==> config.mk <==
export PLATFORM = sky130hd
export DESIGN_NAME = btn_conditioner
export DESIGN_NICKNAME = d
export VERILOG_FILES = /design/src/rtl/btn_conditioner_pkg.sv /design/src/rtl/btn_conditioner_ch.sv /design/src/rtl/btn_conditioner.sv
export SDC_FILE = /design/constraint.sdc
export NUM_CORES = 1
export LEC_CHECK = 0
export ABC_AREA = 1
export CAP_MARGIN = 15
export CORE_MARGIN = 4
export CORE_UTILIZATION = 35
export CTS_BUF_LIST = sky130_fd_sc_hd__clkbuf_4
export DETAILED_ROUTE_END_ITERATION = 8
export HOLD_SLACK_MARGIN = 0.03
export PLACE_DENSITY = 0.62
export SYNTH_ARGS = -nofsm -noshare
export SYNTH_HDL_FRONTEND = slang
export SYNTH_SLANG_ARGS = --single-unit
==> constraint.sdc <==
create_clock -name core_clk -period 2 [get_ports core_clk]
set_input_delay 0.3 -clock core_clk [delete_from_list [all_inputs] [get_ports core_clk]]
set_output_delay 0.3 -clock core_clk [all_outputs]
set_load 0.01 [all_outputs]
==> src/rtl/btn_conditioner_pkg.sv <==
`default_nettype none
// ============================================================================
// Module      : btn_conditioner_pkg
// Description : Shared definitions for the button conditioner: button index
//               constants, the per-channel debounce state type and counter
//               width helpers.
// Revision    : 1.0 - initial release
// ============================================================================
package btn_conditioner_pkg;

  // Bit positions of the board buttons inside the btn_* vectors.
  localparam int BTN_IDX_UP   = 0;
  localparam int BTN_IDX_DN   = 1;
  localparam int BTN_IDX_BACK = 2;
  localparam int BTN_IDX_OK   = 3;
  localparam int BTN_IDX_INT  = 4;

  // Debounce state doubles as the debounced level (PRESSED = 1).
  typedef enum logic [0:0] {
    DB_RELEASED = 1'b0,
    DB_PRESSED  = 1'b1
  } db_state_e;

  // Bits needed to hold values 0..n-1, never less than one bit.
  function automatic int cnt_width(input int n);
    return (n < 2) ? 1 : $clog2(n);
  endfunction

  function automatic int max_int(input int a, input int b);
    return (a > b) ? a : b;
  endfunction

endpackage : btn_conditioner_pkg
`default_nettype wire

==> src/rtl/btn_conditioner_ch.sv <==
`default_nettype none
// ============================================================================
// Module      : btn_conditioner_ch
// Description : One button channel: 2-FF synchroniser, tick-based debounce
//               FSM, registered press/release strobes and, when the macro
//               BTN_CONDITIONER_AUTOREPEAT_EN is defined, auto-repeat strobes.
// Ports       : clk_i, rst_i (async, active high), tick_i (shared prescaler
//               tick), raw_i (pad level), level_o (debounced, 1 = pressed),
//               press_o / release_o / repeat_o (single-cycle strobes).
// Revision    : 1.0 - initial release
// ============================================================================
module btn_conditioner_ch
  import btn_conditioner_pkg::*;
#(
  parameter int ACTIVE_LOW     = 1,
  parameter int DEBOUNCE_TICKS = 10
`ifdef BTN_CONDITIONER_AUTOREPEAT_EN
  ,
  parameter int REPEAT_DELAY_TICKS = 500,
  parameter int REPEAT_RATE_TICKS  = 100
`endif
) (
  input  logic clk_i,
  input  logic rst_i,
  input  logic tick_i,
  input  logic raw_i,
  output logic level_o,
  output logic press_o,
  output logic release_o,
  output logic repeat_o
);

  localparam int              DB_W      = cnt_width(DEBOUNCE_TICKS + 1);
  localparam logic [DB_W-1:0] DB_LAST   = DB_W'(DEBOUNCE_TICKS - 1);
  localparam logic            PAD_IDLE  = (ACTIVE_LOW != 0);

  logic            sync1_q, sync2_q;
  logic            pressed_sync;
  db_state_e       state_q, state_d;
  logic [DB_W-1:0] cnt_q, cnt_d;
  logic            accept;
  logic            press_q, press_d;
  logic            release_q, release_d;

  // Synchroniser; flops come out of reset at the released pad level so no
  // spurious change is seen when reset is removed.
  always_ff @(posedge clk_i or posedge rst_i) begin
    if (rst_i) begin
      sync1_q <= PAD_IDLE;
      sync2_q <= PAD_IDLE;
    end else begin
      sync1_q <= raw_i;
      sync2_q <= sync1_q;
    end
  end

  assign pressed_sync = (ACTIVE_LOW != 0) ? ~sync2_q : sync2_q;

  // State register
  always_ff @(posedge clk_i or posedge rst_i) begin
    if (rst_i) begin
      state_q   <= DB_RELEASED;
      cnt_q     <= '0;
      press_q   <= 1'b0;
      release_q <= 1'b0;
    end else begin
      state_q   <= state_d;
      cnt_q     <= cnt_d;
      press_q   <= press_d;
      release_q <= release_d;
    end
  end

  // Next state: the counter holds the number of ticks seen while the synced
  // input continuously differed from the debounced level. Acceptance happens
  // on the tick that would bring it to DEBOUNCE_TICKS, so it never exceeds
  // DEBOUNCE_TICKS-1 and cannot wrap.
  always_comb begin
    state_d = state_q;
    cnt_d   = cnt_q;
    accept  = 1'b0;
    if (pressed_sync == (state_q == DB_PRESSED)) begin
      cnt_d = '0;
    end else if (tick_i) begin
      if (cnt_q >= DB_LAST) begin
        accept  = 1'b1;
        cnt_d   = '0;
        state_d = (state_q == DB_PRESSED) ? DB_RELEASED : DB_PRESSED;
      end else begin
        cnt_d = cnt_q + 1'b1;
      end
    end
  end

  // Output logic
  always_comb begin
    press_d   = accept && (state_q == DB_RELEASED);
    release_d = accept && (state_q == DB_PRESSED);
  end

  assign level_o   = (state_q == DB_PRESSED);
  assign press_o   = press_q;
  assign release_o = release_q;

`ifdef BTN_CONDITIONER_AUTOREPEAT_EN
  localparam int              HOLD_W     = cnt_width(max_int(REPEAT_DELAY_TICKS, REPEAT_RATE_TICKS) + 1);
  localparam logic [HOLD_W-1:0] DELAY_LAST = HOLD_W'(REPEAT_DELAY_TICKS - 1);
  localparam logic [HOLD_W-1:0] RATE_LAST  = HOLD_W'(REPEAT_RATE_TICKS - 1);

  logic [HOLD_W-1:0] hold_q, hold_d;
  logic              started_q, started_d;
  logic              repeat_q, repeat_d;

  always_ff @(posedge clk_i or posedge rst_i) begin
    if (rst_i) begin
      hold_q    <= '0;
      started_q <= 1'b0;
      repeat_q  <= 1'b0;
    end else begin
      hold_q    <= hold_d;
      started_q <= started_d;
      repeat_q  <= repeat_d;
    end
  end

  // Any acceptance (press or release) clears the hold count, which also keeps
  // a repeat from landing in the same cycle as a press/release strobe.
  always_comb begin
    hold_d    = hold_q;
    started_d = started_q;
    repeat_d  = 1'b0;
    if ((state_q != DB_PRESSED) || accept) begin
      hold_d    = '0;
      started_d = 1'b0;
    end else if (tick_i) begin
      if (hold_q == (started_q ? RATE_LAST : DELAY_LAST)) begin
        hold_d    = '0;
        started_d = 1'b1;
        repeat_d  = 1'b1;
      end else begin
        hold_d = hold_q + 1'b1;
      end
    end
  end

  assign repeat_o = repeat_q;
`else
  assign repeat_o = 1'b0;
`endif

endmodule : btn_conditioner_ch
`default_nettype wire

==> src/rtl/btn_conditioner.sv <==
`default_nettype none
// ============================================================================
// Module      : btn_conditioner
// Description : Conditions NUM_BTN raw button pads into clean debounced levels
//               with press/release strobes. Contains the shared debounce tick
//               prescaler and one btn_conditioner_ch per button.
//               Auto-repeat strobes are built only when the macro
//               BTN_CONDITIONER_AUTOREPEAT_EN is defined; otherwise
//               btn_repeat is tied to 0.
// Ports       : core_clk, core_rst (async, active high), btn_raw (pads),
//               btn_level, btn_press, btn_release, btn_repeat.
//               Bit order: UP, DN, BACK, OK, INTERRUPT.
// Revision    : 1.0 - initial release
// ============================================================================
module btn_conditioner
  import btn_conditioner_pkg::*;
#(
  parameter int NUM_BTN            = 5,
  parameter int ACTIVE_LOW         = 1,
  parameter int TICK_DIV           = 24000,
  parameter int DEBOUNCE_TICKS     = 10,
  parameter int REPEAT_DELAY_TICKS = 500,
  parameter int REPEAT_RATE_TICKS  = 100
) (
  input  logic               core_clk,
  input  logic               core_rst,
  input  logic [NUM_BTN-1:0] btn_raw,
  output logic [NUM_BTN-1:0] btn_level,
  output logic [NUM_BTN-1:0] btn_press,
  output logic [NUM_BTN-1:0] btn_release,
  output logic [NUM_BTN-1:0] btn_repeat
);

  localparam int                    TICK_W    = cnt_width(TICK_DIV);
  localparam logic [TICK_W-1:0]     TICK_LAST = TICK_W'(TICK_DIV - 1);

  if (TICK_DIV < 2 || DEBOUNCE_TICKS < 1 ||
      REPEAT_DELAY_TICKS < 1 || REPEAT_RATE_TICKS < 1) begin : g_bad_cfg
    $error("btn_conditioner: parameter out of range");
  end

  logic [TICK_W-1:0] tick_cnt_q, tick_cnt_d;
  logic              tick;

  // Shared prescaler: counts 0..TICK_DIV-1, tick on the last count.
  assign tick       = (tick_cnt_q == TICK_LAST);
  assign tick_cnt_d = tick ? '0 : tick_cnt_q + 1'b1;

  always_ff @(posedge core_clk or posedge core_rst) begin
    if (core_rst) begin
      tick_cnt_q <= '0;
    end else begin
      tick_cnt_q <= tick_cnt_d;
    end
  end

  for (genvar i = 0; i < NUM_BTN; i++) begin : g_ch
    btn_conditioner_ch #(
      .ACTIVE_LOW         (ACTIVE_LOW),
      .DEBOUNCE_TICKS     (DEBOUNCE_TICKS)
`ifdef BTN_CONDITIONER_AUTOREPEAT_EN
      ,
      .REPEAT_DELAY_TICKS (REPEAT_DELAY_TICKS),
      .REPEAT_RATE_TICKS  (REPEAT_RATE_TICKS)
`endif
    ) u_ch (
      .clk_i     (core_clk),
      .rst_i     (core_rst),
      .tick_i    (tick),
      .raw_i     (btn_raw[i]),
      .level_o   (btn_level[i]),
      .press_o   (btn_press[i]),
      .release_o (btn_release[i]),
      .repeat_o  (btn_repeat[i])
    );
  end

endmodule : btn_conditioner
`default_nettype wire

== Word level (Yosys, flattened, before mapping) ==
Index checks and enable logic that the tools add are counted.
Operators by class
  bitwise gates (word level): 15
  reduce and logical (&&, ||, !) cells: 20
  add/subtract/negate cells: 6
  equality and inequality tests: 6
  magnitude comparators: 5
  mux-type cells: 36
Operators by type and width (number)
  $mux 4: 15
  $add 4x1->4 const B: 5
  $ge 4x4->1 const B: 5
  $mux 1: 20
  $add 15x1->15 const B: 1
  $eq 15x15->1 const B: 1
  $mux 15: 1
  $not 1->1: 15
  $reduce_and 3->1: 5
  $logic_and 1x1->1: 10
  $reduce_bool 2->1: 5
  $eq 1x1->1: 5
Word-level totals
  register bits after elaboration: 60
  output and inout port bits: 20
  logic and storage cells: 119

== Longest topological paths before layout ==
Gate-level depths: netlist of the first run.
  word-level depth: 5
  gate-level depth with buffers: 9
  gate-level depth less buffers: 9

== By module ==
Synthesis of the first run repeated with hierarchy kept, for this count alone.
Unflattened totals
  cell total of the unflattened synthesis: 376
  area, all modules: 3103.0 µm²
By module, submodules not included
  btn_conditioner_ch at g_ch[0].u_ch ...: sequential area each 227.7 µm², cells an instance 53, area an instance 451.7 µm², times used 4
  btn_conditioner: sequential area each 375.4 µm², cells an instance 108, area an instance 827.0 µm², times used 1
  btn_conditioner_ch at g_ch[3].u_ch: sequential area each 227.7 µm², cells an instance 56, area an instance 469.2 µm², times used 1

== Worst setup path after synthesis of the first run ==
OpenSTA, ideal clock, no wires.
  path type: reg2reg
  start point: register tick_cnt_q[0]
  end point: register g_ch[1].u_ch.state_q
  data arrival time: 1268 ps
  setup time: 117 ps
  required time: 1883 ps
  path buffers: 1
  clock period less this slack: 1385 ps
  stages on the path, launching flop included: 10
  setup slack: 615 ps
  path through: dfrtp_1 > ha_1 > nand2_4 > nor2_4 > nand2_2 > nor2_4 > buf_6 > nand2_1 > nand2_1 > nand2_1
Between the ends
  longest elaborated chain between the ends: 2
RTL lines
  from (decl): RTL line btn_conditioner.sv:42  | logic [TICK_W-1:0] tick_cnt_q, tick_cnt_d;
  from (signal assigned): RTL line btn_conditioner.sv:53  | tick_cnt_q <= tick_cnt_d;
  $eq 15x15->1: RTL line btn_conditioner.sv:46  | assign tick = (tick_cnt_q == TICK_LAST);
  $reduce_and 3->1 (no source line)
  to (signal assigned): RTL line btn_conditioner_ch.sv:67  | state_q <= state_d;
  to (decl): RTL line btn_conditioner_ch.sv:39  | db_state_e state_q, state_d;
Every way passes these cells.
A chain may end at the register's enable or synchronous reset.

== Worst setup path after layout of the first run ==
  start point: register g_ch[4].u_ch.state_q
  end point: output btn_level[4]
RTL lines
  from (decl): RTL line btn_conditioner_ch.sv:39
  from (signal assigned): RTL line btn_conditioner_ch.sv:67
  to (decl): RTL line btn_conditioner.sv:28  | output logic [NUM_BTN-1:0] btn_level,
No word-level cell between the ends.

==> impl_results.rst, run 1 <==
.. list-table::
   :header-rows: 1

   * - Metric
     - Value
   * - Result of the run
     - finished clean
   * - Share of Yosys cell area claimed by the top area cell type
     - 0.367
   * - Core area
     - 9370 µm²
   * - Maximum buffer depth of the clock tree
     - 2
   * - Fill count
     - 964
   * - Cell with the biggest individual delay on the critical path
     - clkdlybuf4s50_1
   * - Number of buffers created by CTS
     - 9
   * - Site Rows
     - 35
   * - Post-synthesis instance total
     - 442
   * - Synth Warn #
     - 0
   * - Combined area of the multi-input logic cells
     - 1480 µm²
   * - Count of unresolved DRC violations after routing
     - 0
   * - Most area-consuming cells after synthesis
     - dfrtp_1 (37%), nand2_1 (11%), nand3_1 (9.1%)
   * - Tcrit/Tclk final
     - 0.872
   * - Post-synthesis instance area
     - 3410 µm²
   * - Ratio of cells with drive above 1 in the final layout
     - 0.0929
   * - Post-Synth Simple-Gate Area
     - 0.336
   * - Largest net degree at the start of global routing
     - 48
   * - Worst r2r dst
     - g_ch[2].u_ch.level_o
   * - Crit path max fanout
     - 6
   * - Main combinational cell family by area after synthesis
     - simple AND/OR/NAND/NOR gates
   * - Number of primary I/O pins
     - 27
   * - Reg2reg path depth
     - 9
   * - Post-synthesis adder-cell area fraction
     - 0.0587
   * - Routed length per placed instance
     - 10.9 µm
   * - CTS H-tree depth
     - 3
   * - Power density over cell area
     - 631 nW/µm²
   * - XOR/XNOR share of the synthesized area
     - 0.0257
   * - Area Overhead vs Synth
     - 12.6%
   * - Initial core utilization
     - 0.364
   * - Maximum cell stage delay along the critical path
     - 0.58 ns
   * - Critical path arrival
     - 1.44 ns
   * - Avg Vias per Cell
     - 4.47
   * - Count of instances resized after the clock tree is built
     - 0
   * - Setup clock skew after layout
     - 0.0147 ns
   * - Die Height
     - 107 µm
   * - Sequential cell area fraction in the yosys report
     - 0.444
   * - Global-route wire length before repair
     - 11,600 µm
   * - Post-CTS Hold Buffers
     - 0
   * - Final setup TNS
     - 0 ns
   * - Crit path time final
     - 1.74 ns
   * - Count of input and output buffers
     - 21
   * - Family of cells with the greatest summed delay on the critical path
     - buffers and inverters
   * - Sequential standard cell area
     - 1510 µm²
   * - Met3 track utilization from global routing
     - 0.0355
   * - Startpoint of the most critical register-to-register path
     - tick_cnt_q[0]
   * - Pins over their slew limit
     - 0
   * - Most frequently used cell type in the post-synthesis netlist
     - nand2_1
   * - Number of enable flip-flop cells after synthesis
     - 0
   * - Half-perimeter wire length of the detailed placement result
     - 4590 µm
   * - Total leakage power
     - 0.00196 µW
   * - Met2 Usage GRT
     - 0.201
   * - Type of the tightest min-delay check
     - input port to asynchronous set/reset pin
   * - Detailed router's first-iteration violation count
     - 137
   * - Worst path bufs/invs
     - 1
   * - Antenna violations before repair
     - 1
   * - RSZ-0062 raised after global routing
     - false
   * - Met1 usage in global routing
     - 0.158
   * - Pre-Repair DR Iteration Count
     - 4
   * - Final-stage net count
     - 481
   * - Mean instance size in the synthesized netlist
     - 7.72 µm²
   * - Most Crowded Layer GR
     - met2
   * - Async set or reset register ratio after synthesis
     - 1.00
   * - Crit Path Class
     - flop to output port
   * - Die width
     - 107 µm
   * - Routability Congestion
     - 0.847
   * - Max cap viols
     - 0
   * - Compound-cell area share of the yosys netlist
     - 0.00734
   * - Worst-skew pair later-pin latency
     - 0.41 ns
   * - Clock tree from TritonCTS
     - yes
   * - Die Outline Area
     - 11,400 µm²
   * - Peak supply drop
     - 0.300 mV
   * - Final ANT Viol Nets
     - 0
   * - Nature of the critical path startpoint
     - flop
   * - Final-report hold violation count
     - 0
   * - Via count
     - 2,648
   * - Count of different cell masters after synthesis
     - 25
   * - Final setup violation count
     - 0
   * - Total length of routed wires
     - 6460 µm
   * - Endpoint kind of the worst setup timing path
     - output port
   * - Commonest cells in the synthesized netlist
     - nand2_1 (104), nor2_1 (70), nand3_1 (62), inv_1 (61), dfrtp_1 (50)
   * - Achievable frequency
     - 0.573 GHz
   * - Clock transition at the register clock pins on the worst setup and hold paths after CTS
     - 0.11 ns
   * - Critical path data required time
     - 1.70 ns
   * - Number of global-route vias before repair
     - 2,538
   * - GR Util All Layers
     - 0.127
   * - Top_reg_cell synth
     - dfrtp_1
   * - CTS Sinks
     - 60
   * - Post-CTS setup buffers
     - 0
   * - Setup slack of the most critical reg-to-reg path
     - 0.35 ns
   * - Count of state elements after synthesis
     - 60
   * - Yosys top cell by area
     - dfrtp_1
   * - Mux share of post-synthesis cell area
     - 0
   * - Grt total ovfl
     - 0
   * - Cells along the critical path
     - clkdlybuf4s50_1
   * - Root Buffer Master
     - clkbuf_4
   * - Worst hold-check slack
     - 0.141 ns
worst max path at each step:
stage	start	end	slack, ns	depth (start not counted)
6_report	g_ch[4].u_ch.level_o	btn_level[4]	0.26	1
5_1_grt	g_ch[4].u_ch.level_o	btn_level[4]	0.17	1
4_1_cts	g_ch[2].u_ch.level_o	btn_level[2]	0.24	1
2_1_floorplan	core_rst	g_ch[0].u_ch.cnt_q[0]	0.23	1
3_5_place_dp	tick_cnt_q[0]	g_ch[3].u_ch.level_o	0.37	9
3_3_place_gp	tick_cnt_q[0]	g_ch[2].u_ch.level_o	0.40	9
per-stage QoR:
step	setup slack (ns)	instance area [µm²]	utilization	instances	total power, µW
after floorplan	0.232	3430	-	446	1340
after global placement	0.397	3670	0.391	576	1370
after detailed placement	0.369	3670	0.391	576	1380
after CTS	0.237	3840	0.410	592	2450
after global routing	0.174	3840	0.410	593	2530
final	0.256	3840	0.410	593	2420
cells in the final DEF, fill, tap and decap left out, drive strengths merged, types with 5 or more instances in the layout:
master | synthesis | final
nand2 | 109 | 109
nor2 | 75 | 75
inv | 64 | 64
nand3 | 63 | 63
dfrtp | 50 | 50
clkdlybuf4s50 | 0 | 21
ha | 16 | 16
dfstp | 10 | 10
clkbuf | 0 | 9
nand4 | 7 | 7
xor2 | 6 | 6
conb | 1 | 5
buf | 25 | 5
report_power, final:
part	switching, µW	total [µW]	internal [µW]
logic	63.9	97.6	33.7
registers	17.0	1250	1240
clock network	454	1070	617
total	535	2420	1890
cell families after synthesis:
| logic type | Yosys count |
|---|---|
| DFF | 60 |
| adders and majority gates | 16 |
| xor gates and xnor gates | 10 |
| other | 1 |
| buffers and inverters | 89 |
| and+or+nand+nor | 261 |
| AOI/OAI and AO/OA | 5 |
per-layer routing:
metal  vias up  wire length [µm]  share of wire
met5         -                 0              0
met4         0               170          0.026
met3        15               321          0.050
met2        58              3070           0.47
met1      1204              2900           0.45
li1       1371                 -              -
cell type report:
type,instances,share of cell area
inverter,64,0.0625
clock inverter,7,0.0274
antenna,1,0.000651
sequential,60,0.394
multi-input combinational,297,0.385
timing repair buffer,26,0.0710
clock buffer,9,0.0176
tap,129,0.0420
flip-flops by register name, summed over array words and instances (netlist names):
name                 cells
g_ch.u_ch.cnt_q         20
g_ch.u_ch.level_o        5
g_ch.u_ch.press_o        5
g_ch.u_ch.release_o      5
g_ch.u_ch.sync1_q        5
g_ch.u_ch.sync2_q        5
tick_cnt_q              15
worst reg2reg max path: stages, from the launching register on:
cell and delay [ns]:
dfrtp_1 0.38, ha_1 0.23, nand2_4 0.09, nor2_4 0.14
nand2_2 0.08, nor2_4 0.24, buf_12 0.21, nand2_1 0.07
nand2_1 0.05, nand2_1 0.05
Power figures use the tool's default switching activity.
==> inputs of run 2 (changes only) <==
--- a/config.mk
+++ b/config.mk
@@ -6,7 +6,6 @@
 export NUM_CORES = 1
 export LEC_CHECK = 0
 export ABC_AREA = 1
-export CAP_MARGIN = 15
 export CORE_MARGIN = 4
 export CORE_UTILIZATION = 35
 export CTS_BUF_LIST = sky130_fd_sc_hd__clkbuf_4
==> results of run 2 <==
Same layout as run 1: the final DEF is identical, and so are final timing and power.
==> inputs of run 3 (changes only) <==
==> constraint.sdc (replaced) <==
create_clock -name core_clk -period 2.18 [get_ports core_clk]
set_input_delay 0.327 -clock core_clk [delete_from_list [all_inputs] [get_ports core_clk]]
set_output_delay 0.327 -clock core_clk [all_outputs]
set_load 0.01 [all_outputs]
==> run 3 against run 2 <==
Power down 11%. Global-route usage decreased by 0.34 points. Clock-buffer cell count unchanged. Final cell count is 0.17% lower. Worst setup slack gained 0.12 ns. Hold slack better by 0.091 ns. Via count up 0.94%. Core utilization down 0.080 points. Register-to-register slack better by 0.15 ns. Critical endpoint is now btn_level[2]. Largest power group unchanged.
==> impl_results.rst, run 3 (synthesis gave the netlist of run 1 again) <==
.. list-table::
   :header-rows: 1

   * - Metric
     - Value
   * - Slew at the pin closest to its max-slew limit
     - 0.503 ns
   * - Crit. path cell count
     - 1 (unchanged)
   * - Setup slack of the most critical reg-to-reg path
     - 0.50 ns (+0.15 ns)
   * - Cells along the critical path
     - clkdlybuf4s50_1
   * - Critical path arrival
     - 1.48 ns (+0.04 ns)
   * - Clock tree from TritonCTS
     - yes
   * - Worst hold-check slack
     - 0.232 ns (+0.0911 ns)
   * - Total length of routed wires
     - 6480 µm (+0.36%)
   * - Nature of the critical path startpoint
     - flop
   * - Worst setup margin
     - 0.375 ns (+0.119 ns)
   * - Root Buffer Master
     - clkbuf_4
   * - Achievable frequency
     - 0.554 GHz
   * - Layout Cells excl Fill
     - 592 (-0.17%)
   * - Number of global-route vias before repair
     - 2,559 (+0.83%)
   * - Final ANT Viol Nets
     - 0 (unchanged)
   * - DP Area
     - 3670 µm² (unchanged)
   * - Final-report hold violation count
     - 0 (unchanged)
   * - Post-CTS Hold Buffers
     - 0 (unchanged)
   * - Post-CTS setup buffers
     - 0 (unchanged)
   * - Count of unresolved DRC violations after routing
     - 0 (unchanged)
   * - Pre-Repair DR Iteration Count
     - 4 (unchanged)
   * - Final setup TNS
     - 0 ns (unchanged)
   * - Via count
     - 2,673 (+0.94%)
   * - Half-perimeter wire length of the detailed placement result
     - 4740 µm (+3.4%)
   * - Worst-case setup slack after placement
     - 0.522 ns (+0.153 ns)
   * - Cell with the biggest individual delay on the critical path
     - clkdlybuf4s50_1
   * - RSZ-0062 raised after global routing
     - false
   * - Peak supply drop
     - 0.310 mV (+3.5%)
   * - Worst-skew pair later-pin latency
     - 0.42 ns (about the same)
   * - Final Instance Area
     - 3830 µm² (-0.20%)
   * - Routability Congestion
     - 0.797 (-5.9%)
   * - Number of primary I/O pins
     - 27 (unchanged)
   * - Maximum buffer depth of the clock tree
     - 2 (unchanged)
   * - Clock transition at the register clock pins on the worst setup and hold paths after CTS
     - 0.11 ns (about the same)
   * - Diodes inserted
     - 0 (-1)
   * - Core area
     - 9370 µm² (unchanged)
   * - Critical path data required time
     - 1.85 ns (+0.15 ns)
   * - Antenna violations before repair
     - 0 (-1)
   * - Type of the tightest min-delay check
     - input port to asynchronous set/reset pin
   * - Detailed router's first-iteration violation count
     - 86 (-37%)
   * - Die Height
     - 107 µm (unchanged)
   * - GR Util All Layers
     - 0.124 (-0.00336)
   * - Commonest non-fill, non-tap cell in the layout
     - nand2_1
   * - Count of input and output buffers
     - 21 (unchanged)
   * - Global-route wire length before repair
     - 11,300 µm (-2.2%)
   * - CTS Sinks
     - 60 (unchanged)
   * - Worst path bufs/invs
     - 1 (unchanged)
   * - Result of the run
     - finished clean
   * - Max cap viols
     - 0 (unchanged)
   * - Final-stage net count
     - 481 (unchanged)
   * - Die width
     - 107 µm (unchanged)
   * - Crit path max fanout
     - 5 (-1)
   * - Grt total ovfl
     - 0 (unchanged)
   * - Endpoint kind of the worst setup timing path
     - output port
   * - Routed length per placed instance
     - 10.9 µm (+0.53%)
   * - Family of cells with the greatest summed delay on the critical path
     - buffers and inverters
   * - Maximum cell stage delay along the critical path
     - 0.59 ns (about the same)
   * - Highest-count cells in the layout ignoring fill and taps
     - nand2_1 (104), nor2_1 (70), nand3_1 (62)
   * - Combined area of the multi-input logic cells
     - 1480 µm² (unchanged)
   * - Final setup violation count
     - 0 (unchanged)
   * - Flip-flop count of the largest register after layout
     - 20 (unchanged)
   * - Avg Vias per Cell
     - 4.52 (+1.1%)
   * - Cell count after placement
     - 576 (unchanged)
   * - Initial core utilization
     - 0.364 (unchanged)
   * - Regs by FF count
     - g_ch.u_ch.cnt_q (20), tick_cnt_q (15)
   * - Setup clock skew after layout
     - 0.0128 ns (-0.00192 ns)
   * - Largest net degree at the start of global routing
     - 26 (-46%)
   * - Total leakage power
     - 0.00195 µW (-0.58%)
   * - Power density over cell area
     - 564 nW/µm² (-11%)
   * - Pins over their slew limit
     - 0 (unchanged)
   * - Number of buffers created by CTS
     - 9 (unchanged)
   * - Reg2reg path depth
     - 9 (unchanged)
   * - Relative max-transition margin
     - 0.664
   * - Fill count
     - 949 (-1.6%)
   * - Count of instances resized after the clock tree is built
     - 0 (unchanged)
   * - Most flop-heavy register
     - g_ch.u_ch.cnt_q
   * - Area Overhead vs Synth
     - 12.4%
   * - Sequential standard cell area
     - 1510 µm² (unchanged)
   * - Site Rows
     - 35 (unchanged)
   * - Ratio of cells with drive above 1 in the final layout
     - 0.102 (+0.00864)
   * - CTS H-tree depth
     - 3 (unchanged)
   * - Crit path time final
     - 1.80 ns
   * - Die Outline Area
     - 11,400 µm² (unchanged)
   * - Crit Path Class
     - flop to output port
   * - Tcrit/Tclk final
     - 0.828
-- run 3: cell types whose count changed in the layout (fill, tap and decap cells not counted) --
cell / before / now
clkinv_4: 0 / 1
diode_2: 1 / 0
clkinv_1: 4 / 0
clkinvlp_4: 0 / 3
inv_6: 0 / 1
bufinv_16: 3 / 2
-- run 3: where the power goes --
part,internal (µW),switching (µW),leakage [µW]
Combinational,32.5,58.0,0.00108
Sequential,1140,14.9,0.000787
Clock,469,451,0.0000788
-- run 3: area by class of cell --
class,count,share of cell area
Inverter,64,0.0627
Clock buffer,9,0.0176
Clock inverter,7,0.0261
Multi-Input combinational cell,297,0.385
Sequential cell,60,0.395
Timing Repair Buffer,26,0.0711
Tap cell,129,0.0421
-- run 3: per-stage QoR --
stage / util / power (µW)
2_1_floorplan: - / 1230
5_1_grt: 0.409 / 2250
3_5_place_dp: 0.391 / 1270
3_3_place_gp: 0.391 / 1260
4_1_cts: 0.409 / 2200
6_report: 0.409 / 2160
-- run 3: path summary, 6_finish.rpt --
| kind | start | end |
|---|---|---|
| worst max-delay path | g_ch[2].u_ch.level_o | btn_level[2] |
| worst min-delay path | core_rst | tick_cnt_q[5] |
| worst max register to register | tick_cnt_q[0] | g_ch[0].u_ch.level_o |
| worst min register to register | g_ch[0].u_ch.sync1_q | g_ch[0].u_ch.sync2_q |
| max in group asynchronous | core_rst | g_ch[3].u_ch.sync1_q |
| min in group core_clk | btn_raw[0] | g_ch[0].u_ch.sync1_q |
-- run 3: metal layers --
metal | GRT usage | part of all wire | vias up
met4 | 0.0612 | 0.025 | 0
met2 | 0.201 | 0.47 | 51
met3 | 0.0403 | 0.046 | 16
li1 | - | - | 1374
met5 | 0 | 0 | -
met1 | 0.148 | 0.46 | 1232
-- run 3: worst reg2reg max path, cell delays in order (launching register included) --
cell and delay, ns:
dfrtp_1 0.39, ha_1 0.22, nand2_4 0.09, nor2_4 0.14
nand2_2 0.09, nor2_4 0.24, buf_12 0.21, nand2_1 0.09
nand2_1 0.06, nand2_1 0.04
